$ cat src/rtl/apb_register_bank.sv
`default_nettype none
// ============================================================================
// Module      : apb_register_bank
// Description : APB slave holding NumRegs consecutive word-addressed
//               registers, each read-write (stored) or read-only (live
//               reg_in). Programmable wait states, one-cycle write strobes,
//               and PSLVERROR on unmapped or illegal accesses.
// Revision    : 1.0 - initial release
// ============================================================================
module apb_register_bank #(
  parameter int unsigned             BaseAddress  = 0,
  parameter int unsigned             NumRegs      = 4,
  parameter int unsigned             AddrWidth    = 16,
  parameter int unsigned             DataWidth    = 32,
  parameter int unsigned             WaitStates   = 0,
  parameter logic [63:0]             ReadOnlyMask = '0,
  parameter logic [DataWidth-1:0]    ResetValue   = '0
) (
  input  logic                           PCLK,
  input  logic                           PRESETn,
  input  logic [AddrWidth-1:0]           PADDR,
  input  logic                           PSEL,
  input  logic                           PENABLE,
  input  logic                           PWRITE,
  input  logic [DataWidth-1:0]           PWDATA,
  output logic                           PREADY,
  output logic [DataWidth-1:0]           PRDATA,
  output logic                           PSLVERROR,
  input  logic [NumRegs*DataWidth-1:0]   reg_in,
  output logic [NumRegs*DataWidth-1:0]   reg_out,
  output logic [NumRegs-1:0]             wr_strobe
);

  localparam int unsigned IdxW = (NumRegs > 1) ? $clog2(NumRegs) : 1;
  // Extra headroom so BaseAddress+NumRegs never wraps at AddrWidth.
  localparam int unsigned ExtW = AddrWidth + 8;
  localparam logic [ExtW-1:0] BaseExt  = ExtW'(BaseAddress);
  localparam logic [ExtW-1:0] EndExt   = BaseExt + ExtW'(NumRegs);
  localparam bit              ZeroWait = (WaitStates == 0);

  typedef enum logic [0:0] {
    IDLE   = 1'b0,
    ACCESS = 1'b1
  } state_e;

  state_e                 state_q, state_d;
  logic [3:0]             cnt_q, cnt_d;
  logic [IdxW-1:0]        idx_q, idx_d;
  logic                   hit_q, hit_d;
  logic                   write_q, write_d;
  logic [DataWidth-1:0]   prdata_q, prdata_d;
  logic [NumRegs-1:0]     strobe_q, strobe_d;
  logic [DataWidth-1:0]   regs_q [NumRegs];

  logic                   w_setup;
  logic [ExtW-1:0]        w_addr_ext;
  logic                   w_hit_cur;
  logic [IdxW-1:0]        w_idx_cur;
  logic                   w_ready;
  logic                   w_err_q;
  logic                   w_wr_en;
  logic                   w_load_rd;
  logic                   w_rd_hit;
  logic                   w_rd_write;
  logic [IdxW-1:0]        w_rd_idx;
  logic [DataWidth-1:0]   w_rd_val;

  assign w_setup    = PSEL && !PENABLE;
  assign w_addr_ext = ExtW'(PADDR);
  assign w_hit_cur  = (w_addr_ext >= BaseExt) && (w_addr_ext < EndExt);
  assign w_idx_cur  = IdxW'(PADDR - AddrWidth'(BaseAddress));

  // PREADY and the error flag come from registered state only.
  assign w_ready = (state_q == ACCESS) && (cnt_q == '0);
  assign w_err_q = !hit_q || (write_q && ReadOnlyMask[idx_q]);
  assign w_wr_en = w_ready && PSEL && write_q && !w_err_q;

  // The edge that starts the PREADY cycle: straight from setup when there
  // are no wait states, otherwise the last counting edge of ACCESS.
  assign w_load_rd  = (state_q == IDLE   && w_setup && ZeroWait) ||
                      (state_q == ACCESS && PSEL    && cnt_q == 4'd1);
  assign w_rd_hit   = (state_q == IDLE) ? w_hit_cur : hit_q;
  assign w_rd_write = (state_q == IDLE) ? PWRITE    : write_q;
  assign w_rd_idx   = (state_q == IDLE) ? w_idx_cur : idx_q;

  // Next-state logic: setup capture, wait countdown, completion and abort.
  always_comb begin
    state_d = state_q;
    cnt_d   = cnt_q;
    idx_d   = idx_q;
    hit_d   = hit_q;
    write_d = write_q;
    case (state_q)
      IDLE: begin
        if (w_setup) begin
          state_d = ACCESS;
          cnt_d   = 4'(WaitStates);
          idx_d   = w_idx_cur;
          hit_d   = w_hit_cur;
          write_d = PWRITE;
        end
      end
      ACCESS: begin
        if (!PSEL) begin
          state_d = IDLE;
          cnt_d   = '0;
        end else if (cnt_q == '0) begin
          state_d = IDLE;
        end else begin
          cnt_d = cnt_q - 4'd1;
        end
      end
      default: state_d = IDLE;
    endcase
  end

  // Read-data selection and one-hot strobe generation.
  always_comb begin
    w_rd_val = '0;
    strobe_d = '0;
    for (int i = 0; i < NumRegs; i++) begin
      if (IdxW'(i) == w_rd_idx) begin
        w_rd_val = ReadOnlyMask[i] ? reg_in[i*DataWidth +: DataWidth] : regs_q[i];
      end
      strobe_d[i] = w_wr_en && (idx_q == IdxW'(i));
    end
    prdata_d = (w_load_rd && w_rd_hit && !w_rd_write) ? w_rd_val : '0;
  end

  // Control state and registered bus outputs.
  always_ff @(posedge PCLK or negedge PRESETn) begin
    if (!PRESETn) begin
      state_q  <= IDLE;
      cnt_q    <= '0;
      idx_q    <= '0;
      hit_q    <= 1'b0;
      write_q  <= 1'b0;
      prdata_q <= '0;
      strobe_q <= '0;
    end else begin
      state_q  <= state_d;
      cnt_q    <= cnt_d;
      idx_q    <= idx_d;
      hit_q    <= hit_d;
      write_q  <= write_d;
      prdata_q <= prdata_d;
      strobe_q <= strobe_d;
    end
  end

  // Register storage; read-only entries are never written.
  always_ff @(posedge PCLK or negedge PRESETn) begin
    if (!PRESETn) begin
      for (int i = 0; i < NumRegs; i++) regs_q[i] <= ResetValue;
    end else if (w_wr_en) begin
      for (int i = 0; i < NumRegs; i++) begin
        if (idx_q == IdxW'(i) && !ReadOnlyMask[i]) regs_q[i] <= PWDATA;
      end
    end
  end

  generate
    for (genvar g = 0; g < NumRegs; g++) begin : g_reg_out
      assign reg_out[g*DataWidth +: DataWidth] = ReadOnlyMask[g] ? '0 : regs_q[g];
    end
  endgenerate

  assign PREADY    = w_ready;
  assign PSLVERROR = w_ready && w_err_q;
  assign PRDATA    = prdata_q;
  assign wr_strobe = strobe_q;

endmodule
`default_nettype wire

$ cat config.mk
export PLATFORM = sky130hd
export DESIGN_NAME = apb_register_bank
export DESIGN_NICKNAME = d
export VERILOG_FILES = /design/src/rtl/apb_register_bank.sv
export SDC_FILE = /design/constraint.sdc
export NUM_CORES = 1
export LEC_CHECK = 0
export BUFFER_PORTS_ARGS = -buffer_cell sky130_fd_sc_hd__buf_2
export CAP_MARGIN = 20
export CORE_AREA = 2 2 168 170
export DETAILED_ROUTE_END_ITERATION = 6
export DIE_AREA = 0 0 170 172
export GPL_TIMING_DRIVEN = 0
export PLACE_DENSITY_LB_ADDON = 0.12
export SLEW_MARGIN = 40
export SYNTH_ARGS = -nofsm -noshare
export SYNTH_HDL_FRONTEND = slang
export SYNTH_SLANG_ARGS = --single-unit
$ cat constraint.sdc
create_clock -name PCLK -period 3.4 [get_ports PCLK]
set_input_delay 0.51 -clock PCLK [delete_from_list [all_inputs] [get_ports PCLK]]
set_output_delay 0.51 -clock PCLK [all_outputs]
set_load 0.01 [all_outputs]
Word level (Yosys, flattened, before mapping):

Cells that the tools add are included.

* bitwise logic cells: 1
* $lt $le $gt $ge: 3
* add/sub/neg operators: 1
* mux-type cells: 18
* reduce and logical (&&, ||, !) cells: 32
* eq/ne operators: 9

Operators by type and width (count)
* 32-bit 2-to-1 mux: 5
* 1-bit logical AND: 17
* 16-bit by 1-bit >= comparator with 1-bit output, second input constant: 1
* 16-bit by 3-bit < comparator with 1-bit output, second input constant: 1
* 4-bit 2-to-1 mux: 3
* 2-bit AND reduction: 6
* 4-bit case mux with 2 select lines: 1
* 2-bit by 7-bit < comparator with 1-bit output, second input constant: 1
* 1-bit 2-to-1 mux: 6
* 2-bit == test, first input constant: 2
* 2-bit == test, second input constant: 2
* 4-bit by 1-bit == test with 1-bit output, second input constant: 1
* 1-bit zero test: 4
* 2-bit zero test: 2
* 4-bit zero test: 1
* 4-bit by 1-bit subtractor with 4-bit output, second input constant: 1
* 3-bit inequality test, second input constant: 1
* 1-bit binary-select mux with 2-bit select: 1
* 1-bit by 2-bit == test with 1-bit output, first input constant: 1
* 2-bit by 1-bit == test with 1-bit output, second input constant: 1
* 1-bit logical OR: 2
* 2-bit 2-to-1 mux: 1
* 2-bit inequality test, second input constant: 1
* 1-bit case mux with 2 select lines: 1
* 1-bit inverter: 1

* output and inout bits: 166
* register bits after elaboration: 173
* input port bits: 181
* word-level logic and storage cells: 75

Longest topological paths before layout:

* word-level depth: 7
* mapped depth: 7
* depth with buffers taken out: 5

Worst setup path after synthesis:

No wires, ideal clock.

* path kind: reg-to-reg
* from: register cnt_q[0]
* to: register regs_q (netlist bit reg_out[10])
* data required time: 3.275 ns
* setup time: 0.125 ns
* arrival: 1.998 ns
* cell stages (with the launch flop): 7
* slack: 1.277 ns
* buffers on the path: 1
* cell sequence: dfrtp_1 > inv_1 > ha_1 > or3b_4 > nor4_4 > buf_6 > mux2_2

* word-level cells in the longest chain between the ends: 6

RTL lines
* start, declared: line 47 `logic [3:0] cnt_q, cnt_d;`
* start signal, assigned: line 142 `cnt_q <= cnt_d;`
* 4-bit zero test: line 74 `assign w_ready = (state_q == ACCESS) && (cnt_q == '0);`
* 1-bit logical AND: line 74
* 1-bit logical AND (3 in a row): line 76 `assign w_wr_en = w_ready && PSEL && write_q && !w_err_q;`
* 2-bit AND reduction (no line)
* end signal, assigned by index: line 157 `if (idx_q == IdxW'(i) && !ReadOnlyMask[i]) regs_q[i] <= PWDATA;`
* end, declared: line 53 `logic [DataWidth-1:0] regs_q [NumRegs];`

No other way between the ends.
A chain may end at the register's enable or synchronous reset.

Worst setup path after layout:

* from: register cnt_q[0]
* to: register regs_q (netlist bit reg_out[120])

The elaborated chain is that of the path after synthesis.

==> impl_results.md <==
- Clock share of power: 0.463
- RSZ-0062 raised after global routing: no
- First-pass GRT wire length: 33.5 mm
- TritonCTS Buffers: 17
- Synth Net Count: 762
- Final worst-path setup slack: ~800 ps
- Clock Sinks: between 150 and 200
- Hold Buf Count CTS: 1
- CTS tree: done
- Net Switching: approximately 1.1 mW
- Number of global-route vias before repair: 5330
- Top achievable clock speed: 382 MHz
- DRC viols: 0
- Period utilization: 0.770
- Area growth from synthesis to layout: 28.5%
- IO Count: between 300 and 400
- Fin. Hold Viols: 0
- Via density: 4.49
- Nets@finish: 1003
- CTS resizes: 0
- CTS Buffer Depth: 2
- Num rows: 61
- Std-Cell Core Area: 0.0275 mm²
- Sequential share of power: 0.484
- Final instance area: 0.0100 mm²
- Slew @ Worst Pin: 840 ps
- Dpl cells: 1146
- Post-synth EDFFs: 0
- Placed Area: 0.00942 mm²
- Netlist cell types: 34
- Worst EP arrival: 2930 ps
- IR drop worst, VDD: 285 µV
- Post-synthesis register bit count: about 170
- WS Path Type: reg -> reg
- Pint: about 3.1 mW
- Setup TNS: 0 ps
- Cell count after synthesis: about 580
- Skew final: between 10 and 15 ps
- Ys flop type: dfrtp_1
- Hold Crit Class: in -> reg
- GRT Resource Usage Total: 0.155
- Slew headroom: 0.440
- Final setup viols: 0
- Post-synthesis cell area: 0.00781 mm²
- Min Tclk post-route: approximately 2600 ps
- Final cell count without fillers: around 1200
- Worst Setup End Kind: register
- Die height: ~170 µm
- Critical path data required time: 3710 ps
- Switching Share: 0.265
- Final ANT Viol Nets: 0
- Worst skew pair latency: 430 ps
- Pwr Total: around 4.3 mW
- Initial antenna violation count: 0
- Input/output buffers: 218
- Total Wirelength: 22.3 mm
- Synth warn: 0
- Number of max-cap violations: 0
- Final design utilization: 0.365
- Max Slew Vio Count: 0
- Placement Setup Slack: 728 ps
- H-Tree Depth: 4
- Drt first pass iters: 4
- Synth async-reset ratio: 1.00
- Startpoint types: register
- Pleak: 5.04 nW
- Reg clk slew, reported paths: 80 ps
- Syn Area/Cell: 13.5 µm²
- Status: finished clean
- Worst-path fanout max: 10
- Share of cells above drive strength 1: 0.515
- Starting DRT DRC Count: 166
- Power density cells: between 400 and 500 mW/mm²
- Via count: 5291
- Drt wl/cell: roughly 19 µm
- Share of total power in combinational logic: 0.053
- GPL Wtd Cong: roughly 0.73
- Die area: ~0.029 mm²
- Root buffer cell: clkbuf_16
- WHS: 334 ps
- DP Wirelength: 15.7 mm
- Remaining Overflow, GRT: 0
- Post-CTS setup buffers: 0
- Die width: 170 µm
- Largest net degree at the start of global routing: 52
- Initial core utilization: 0.284
- Inserted Diodes: 0
- Register area share after synthesis: 0.555
critical path: stages (launching register included):
cell and delay [ps]:
dfrtp_1 420, inv_1 110, ha_1 220, nor3b_2 440, nand4_1 460, clkbuf_1 460
mux2_2 390
state kept, by name, summed over array words and instances (netlist names):
signal,cells
reg_out,128
write_q,1
wr_strobe,4
state_q,1
cnt_q,4
idx_q,2
PRDATA,32
hit_q,1
cell usage after synthesis, types with 3 or more instances:
library cell / instances / area, µm²
mux4_2: 32 / 721
inv_1: 133 / 499
dfrtp_1: 173 / 4330
a211oi_1: 32 / 240
nand4_1: 3 / 18.8
buf_4: 4 / 30.0
nor4_1: 3 / 18.8
mux2_1: 10 / 113
buf_2: 7 / 35.0
clkbuf_1: 14 / 52.6
o22ai_1: 4 / 25.0
buf_6: 6 / 67.6
mux2i_1: 3 / 30.0
nor2_1: 5 / 18.8
mux2_2: 122 / 1370
nand2_1: 4 / 15.0
cells by family after synthesis:
group / Yosys count / synth area share
muxes: 167 / 0.287
xor gates and xnor gates: 1 / 0.00112
buffers and inverters: 165 / 0.0882
adders and majority gates: 2 / 0.00321
DFF: 173 / 0.555
and+or+nand+nor: 30 / 0.0284
AOI/OAI and AO/OA: 41 / 0.0380
power groups by stage:
| stage | clock [mW] | sequential (mW) | combinational, mW |
|---|---|---|---|
| final | 1.98 | 2.07 | 0.229 |
| after global placement | 0 | 2.11 | 0.222 |
| after global routing | 2.14 | 2.07 | 0.256 |
| after detailed placement | 0 | 2.11 | 0.236 |
| after floorplan | 0 | 2.11 | 0.0946 |
| after CTS | 2.05 | 2.07 | 0.237 |
area by class of cell:
type / count / area [µm²]
inverters: 133 / 499
plain buffers: 32 / 190
fillers: 2806 / 17400
flip-flops and latches: 173 / 4330
well taps: 346 / 433
multi-input cells: 241 / 2790
clock buffers: 17 / 425
repair buffers: 222 / 1190
clock inverters: 15 / 170
layer usage:
metal  wire length, µm  GRT usage  up-vias
met4               244     0.0331        0
met2             10800      0.259      132
met5                 0          0        -
met3              1310     0.0435       13
met1              9950      0.203     2706
li1                  -          -     2440
cell usage in the layout, fill, tap and decap left out, types with 2 or more instances in the layout:
| cell type | n |
|---|---|
| and3b_1 | 2 |
| dfrtp_1 | 173 |
| clkinv_4 | 2 |
| nand2_1 | 4 |
| buf_2 | 224 |
| mux2_1 | 10 |
| buf_6 | 6 |
| clkbuf_1 | 13 |
| inv_8 | 5 |
| a211oi_1 | 32 |
| nor2_1 | 5 |
| buf_16 | 3 |
| nor4_4 | 2 |
| and4_1 | 2 |
| clkbuf_16 | 17 |
| nand4_1 | 3 |
| mux4_2 | 32 |
| nand3b_1 | 2 |
| nor4_1 | 3 |
| clkinv_8 | 3 |
| ha_1 | 2 |
| inv_1 | 133 |
| o22ai_1 | 4 |
| mux2_2 | 122 |
| o21ai_0 | 2 |
| buf_4 | 4 |
| inv_6 | 3 |
| mux2i_1 | 3 |
path summary, 6_finish.rpt:
check,startpoint,to,slack (ps),depth (start not counted)
max,cnt_q[0],reg_out[120],780,6
min,PADDR[1],idx_q[1],330,2
max reg2reg,cnt_q[0],reg_out[120],780,6
min reg2reg,reg_out[71],reg_out[71],510,1
max in group asynchronous,PRESETn,reg_out[36],2270,3
min in group asynchronous,PRESETn,reg_out[81],550,2
Power figures use the tool's default switching activity.
